--- config.mk ---
export PLATFORM = sky130hd
export DESIGN_NAME = bus16_capture_arbiter
export DESIGN_NICKNAME = d
export VERILOG_FILES = /design/src/rtl/bus16_capture_arbiter.sv
export SDC_FILE = /design/constraint.sdc
export NUM_CORES = 1
export LEC_CHECK = 0
export CORE_ASPECT_RATIO = 1.2
export CORE_MARGIN = 2
export CORE_UTILIZATION = 50
export DETAILED_ROUTE_END_ITERATION = 10
export PLACE_DENSITY = 0.75
export SLEW_MARGIN = 30
export SYNTH_ARGS = -nofsm -noshare
export SYNTH_HDL_FRONTEND = slang
export SYNTH_SLANG_ARGS = --single-unit
--- constraint.sdc ---
create_clock -name clk -period 3.9 [get_ports clk]
set_input_delay 0.585 -clock clk [delete_from_list [all_inputs] [get_ports clk]]
set_output_delay 0.585 -clock clk [all_outputs]
set_load 0.02 [all_outputs]
--- src/rtl/bus16_capture_arbiter.sv ---
// Execute-stage result-bus receiver: round-robin grant of 8 tristate drivers, settle, sample, queue.
// Push lands TURN+1 edges after the grant edge; a grant is only issued when a FIFO slot is guaranteed.

// Generic show-ahead FIFO; push and pop on the same edge keep count steady.
// Pop when empty is ignored; push when full is dropped unless a pop frees the slot.
module sync_fifo #(
  parameter int W     = 16,
  parameter int DEPTH = 4,
  parameter int CW    = 4
) (
  input  logic          clk,
  input  logic          rst_n,
  input  logic          push,
  input  logic [W-1:0]  din,
  input  logic          pop,
  output logic [W-1:0]  dout,
  output logic [CW-1:0] count,
  output logic          empty,
  output logic          full
);
  localparam int AW = (DEPTH > 1) ? $clog2(DEPTH) : 1;

  logic [W-1:0]  mem [DEPTH];
  logic [AW-1:0] wr_ptr, rd_ptr;
  logic [CW-1:0] count_q;
  logic          pop_ok, push_ok;

  assign empty   = (count_q == '0);
  assign full    = (count_q == CW'(DEPTH));
  assign pop_ok  = pop & ~empty;
  assign push_ok = push & (~full | pop_ok);
  assign dout    = mem[rd_ptr];
  assign count   = count_q;

  always_ff @(posedge clk) begin
    if (push_ok) mem[wr_ptr] <= din;
  end

  // DEPTH is a power of two, so natural pointer overflow is the modulo wrap
  always_ff @(posedge clk or negedge rst_n) begin
    if (!rst_n) begin
      wr_ptr  <= '0;
      rd_ptr  <= '0;
      count_q <= '0;
    end else begin
      if (push_ok) wr_ptr <= wr_ptr + AW'(1);
      if (pop_ok)  rd_ptr <= rd_ptr + AW'(1);
      case ({push_ok, pop_ok})
        2'b10:   count_q <= count_q + CW'(1);
        2'b01:   count_q <= count_q - CW'(1);
        default: count_q <= count_q;
      endcase
    end
  end
endmodule

module bus16_capture_arbiter #(
  parameter int DEPTH = 4,
  parameter int TURN  = 1
) (
  input  logic        clk,
  input  logic        rst_n,
  input  logic [7:0]  req,
  output logic [2:0]  drv_sel,
  output logic        drv_en,
  output logic [7:0]  grant,
  output logic [7:0]  ack,
  input  logic [15:0] bus_in,
  input  logic        pop,
  output logic [15:0] dout,
  output logic        empty,
  output logic        full,
  output logic [3:0]  count
);
  typedef enum logic [1:0] {IDLE, SETTLE, CAPTURE} state_t;

  localparam logic [1:0] TLOAD = (TURN > 0) ? 2'(TURN - 1) : 2'd0;

  state_t     state_q, state_d;
  logic [2:0] sel_q, sel_d;
  logic [2:0] ptr_q, ptr_d;
  logic [1:0] timer_q, timer_d;
  logic       push;

  logic       win_vld;
  logic [2:0] win_idx;
  logic [2:0] cand;
  logic       fifo_pop;
  logic [3:0] occ_after;
  logic       room;

  // Search ptr+1 .. ptr+7, then ptr itself, so the last winner ranks lowest
  always_comb begin
    win_vld = 1'b0;
    win_idx = ptr_q;
    cand    = ptr_q;
    for (int k = 1; k <= 8; k++) begin
      cand = ptr_q + 3'(k);
      if (!win_vld && req[cand]) begin
        win_vld = 1'b1;
        win_idx = cand;
      end
    end
  end

  // Room is judged on occupancy after this edge's pop, since no push can land in IDLE
  assign fifo_pop  = pop & ~empty;
  assign occ_after = count - {3'b000, fifo_pop};
  assign room      = (occ_after < 4'(DEPTH));

  always_comb begin
    state_d = state_q;
    sel_d   = sel_q;
    ptr_d   = ptr_q;
    timer_d = timer_q;
    push    = 1'b0;
    case (state_q)
      IDLE: begin
        if (win_vld && room) begin
          sel_d   = win_idx;
          ptr_d   = win_idx;
          timer_d = TLOAD;
          state_d = (TURN == 0) ? CAPTURE : SETTLE;
        end
      end
      SETTLE: begin
        if (timer_q == 2'd0) state_d = CAPTURE;
        else                 timer_d = timer_q - 2'd1;
      end
      CAPTURE: begin
        push    = 1'b1;
        state_d = IDLE;
      end
      default: state_d = IDLE;
    endcase
  end

  always_ff @(posedge clk or negedge rst_n) begin
    if (!rst_n) begin
      state_q <= IDLE;
      sel_q   <= 3'd0;
      ptr_q   <= 3'd7;
      timer_q <= 2'd0;
    end else begin
      state_q <= state_d;
      sel_q   <= sel_d;
      ptr_q   <= ptr_d;
      timer_q <= timer_d;
    end
  end

  // Everything driven from registered state, so reset kills drv_en without waiting for an edge
  assign drv_sel = sel_q;
  assign drv_en  = (state_q != IDLE);
  assign grant   = drv_en ? (8'b1 << sel_q) : 8'h00;
  assign ack     = (state_q == CAPTURE) ? (8'b1 << sel_q) : 8'h00;

  sync_fifo #(.W(16), .DEPTH(DEPTH), .CW(4)) u_fifo (
    .clk   (clk),
    .rst_n (rst_n),
    .push  (push),
    .din   (bus_in),
    .pop   (pop),
    .dout  (dout),
    .count (count),
    .empty (empty),
    .full  (full)
  );
endmodule

==> flow_metrics.py <==
metrics = {
    "floorplan": {
        "io_pins": 69,
        "fp.dieArea_um2": 9310,
        "rows": 36,
        "start_util_pct": 52.2,
        "core_um2": 8200,
        "die_w_um": 88.4,
        "die-height_um": 105,
    },
    "critical_path": {
        "startpoint": "ptr_q[0]$_DFFE_PN1P_",
        "crit_type": "flip-flop to flip-flop",
        "r2r_cells": 7,
        "cp-end-kind": "flip-flop",
        "rr_startpoint": "ptr_q[0]$_DFFE_PN1P_",
        "worstPathArrival_ns": 3.59,
        "cp_max_fo": 13,
        "r2r-end": "drv_sel[0]$_DFFE_PN0P_",
        "cp.required_ns": 4.13,
        "start_kind": "flip-flop",
        "crit_end": "drv_sel[0]$_DFFE_PN0P_",
        "slowest_stage": "dfstp_2",
        "reg2reg_slack_ns": 0.55,
        "path_cells": "inv_1 > ha_1 > mux4_2 > nor4b_4 > nand3_2 > o21ai_4 > mux2_2",
        "slowest_delay_ns": 0.71,
    },
    "grt": {
        "antenna_found_initial": 0,
        "grt_overflow": 0,
        "grt_use_total_pct": 19.5,
        "grt_pass1_wl_um": 13800,
        "grt_max_degree": 19,
        "grt_pass1_vias": 2836,
    },
    "clock_tree": {
        "post_cts_resized": 0,
        "cts_sinks": 82,
        "cts_max_level": 3,
        "cts-root-buf": "clkbuf_8",
        "cts_tree": "built",
        "cts_inserted_buffers": 9,
        "post_cts_buffers": 0,
        "clk_pin_slew_worst_paths_ns": 0.08,
        "clk_latency_ns": 0.34,
        "hold_buffers": 0,
        "clock_path_buffers": 2,
    },
    "cells_and_area": {
        "mostFrequentLayoutCell": "clkdlybuf4s50_1",
        "diodes": 0,
        "final_nets": 404,
        "drive_above_1_share_pct": 16.7,
        "n_fill_cell": 628,
        "final_area_um2": 5270,
        "area_growth_pct": 23.3,
        "layout.cells.most_common_list": "clkdlybuf4s50_1 (68), edfxtp_1 (64), nor2_1 (22)",
    },
    "yosys": {
        "synth_edf_count": 64,
        "synth_nets": 332,
        "synth_cell_types": 54,
        "ys_ff_latch": 82,
        "async_flop_share_pct": 22.0,
        "postSynthAreaPerCell_um2": 14.5,
        "synthFlopType": "edfxtp_1",
        "synth_warnings": 0,
        "synth_cells": 295,
        "seq_area_frac_synth_pct": 55.5,
        "netlist_area_um2": 4280,
    },
    "detailed_routing": {
        "wl_um": 8480,
        "drc": 0,
        "wire_per_inst_um": 17.5,
        "viasPerCell": 5.65,
        "vias": 2748,
        "wl_met2_um": 4340,
        "drt-pass1-iter-count": 4,
        "drtIter0Drc": 72,
        "top_layer_used": "met4",
        "ant_nets": 0,
        "wl_met1_um": 3480,
        "met3_length_um": 416,
    },
    "pwr": {
        "p_leak_uw": 0.00190,
        "power_density_nw_per_um2": 789,
        "ir_worst_vdd_mv": 0.448,
    },
    "worst_hold_path": {
        "hp-start": "timer_q[0]$_DFFE_PN0P_",
        "holdCritPathClass": "flip-flop to flip-flop",
    },
    "sta": {
        "period_share_pct": 86.0,
        "slew_viol_final": 0,
        "max_freq_ghz": 0.298,
        "worst_pin_slew_ns": 0.960,
        "rsz0062_at_grt": "false",
        "clock_skew_ns": 0.0112,
        "setup_viol": 0,
        "timing.slew.headroom_pct": 35.6,
        "timing_hold_violations_final": 0,
        "setup_tns_ns": 0,
        "period_minus_slack_ns": 3.35,
        "fin_hold_ws_ns": 0.490,
    },
    "run": {
        "drv_cap": 0,
    },
    "outcome": {
        "status": "completed",
    },
    "placement": {
        "dp_hpwl_um": 6110,
        "dpl_cell_area_um2": 5080,
        "io_buffers": 68,
        "gp_congestion": 0.849,
    },
}
Yosys cell counts, types with 4 or more instances:
master	number	share of area, %
nand2_1	13	1.1
mux4_2	21	11
ha_1	9	2.6
xor2_1	5	1.0
a21oi_1	9	1.1
nand2b_1	5	0.73
xnor2_1	4	0.82
clkbuf_1	9	0.79
and2_1	5	0.73
mux4_1	6	3.7
nor2_1	22	1.9
mux2_2	9	2.4
nor3_1	6	0.70
a21o_1	4	0.70
edfxtp_1	64	45
inv_1	13	1.1
nand3_1	6	0.70
dfrtp_1	15	8.8
mux2i_1	8	1.9
o21ai_0	11	1.3
power by group:
part | internal, uW | total, uW | switching, uW
combinational | 1110 | 2280 | 1170
clock | 295 | 572 | 277
sequential | 1120 | 1310 | 189
sequential cells by signal, summed over array words and instances (netlist names):
name	count
u_fifo.count	4
u_fifo.mem	64
drv_sel	3
state_q	2
u_fifo.wr_ptr	2
ptr_q	3
u_fifo.rd_ptr	2
timer_q	2
worst min path at each step:
stage,to,slack [ns],cells after the start
2_1_floorplan,drv_sel[0]$_DFFE_PN0P_,0.29,0
3_3_place_gp,u_fifo.rd_ptr[0]$_DFFE_PN0N_,0.48,1
3_5_place_dp,timer_q[0]$_DFFE_PN0P_,0.49,1
4_1_cts,timer_q[0]$_DFFE_PN0P_,0.50,1
5_1_grt,timer_q[0]$_DFFE_PN0P_,0.52,1
6_report,timer_q[0]$_DFFE_PN0P_,0.49,1
critical path, delay by kind of cell (launching register included):
kind	cells	cell delay, ns
mux	2	0.99
flops	1	0.71
simple gates	2	0.64
fa+ha+maj	1	0.46
compound gates	1	0.30
buf+inv	1	0.15
layout make-up:
| type | instances | area, um2 | share of cell area [%] |
|---|---|---|---|
| clock buffer | 11 | 131 | 2.49 |
| sequential | 82 | 2380 | 45.1 |
| tap | 114 | 143 | 2.71 |
| clock inverter | 5 | 56.3 | 1.07 |
| multi-input combinational | 187 | 1800 | 34.1 |
| inverter | 14 | 52.6 | 0.997 |
| timing repair buffer | 73 | 718 | 13.6 |
stage by stage:
stage	worst slack (ns)	total power [uW]	util, %	instances
global route	0.326	4430	64.3	486
finish	0.547	4160	64.3	486
detailed placement	0.474	3610	62.0	470
CTS	0.538	4190	64.3	486
floorplan	0.749	2890	-	295
global placement	0.554	3560	62.0	470
layer usage:
metal / up-vias / global-route usage [%]
met4: 0 / 8.55
met3: 24 / 3.92
li1: 1292 / -
met2: 93 / 33.2
met1: 1339 / 23.7
met5: - / 0
cell families (layout without fill, tap and decap cells):
kind of cell,count (synthesis),count (layout),synth area share [%]
flip-flops,82,82,55.5
AND/OR/NAND/NOR,73,73,9.04
AO/OA/AOI/OAI,47,47,7.58
multiplexers,47,47,20.0
buffers and inverters,26,103,2.49
adder cells (fa/ha/maj),10,10,3.10
XOR/XNOR,10,10,2.22
(Power assumes the default switching activity.)
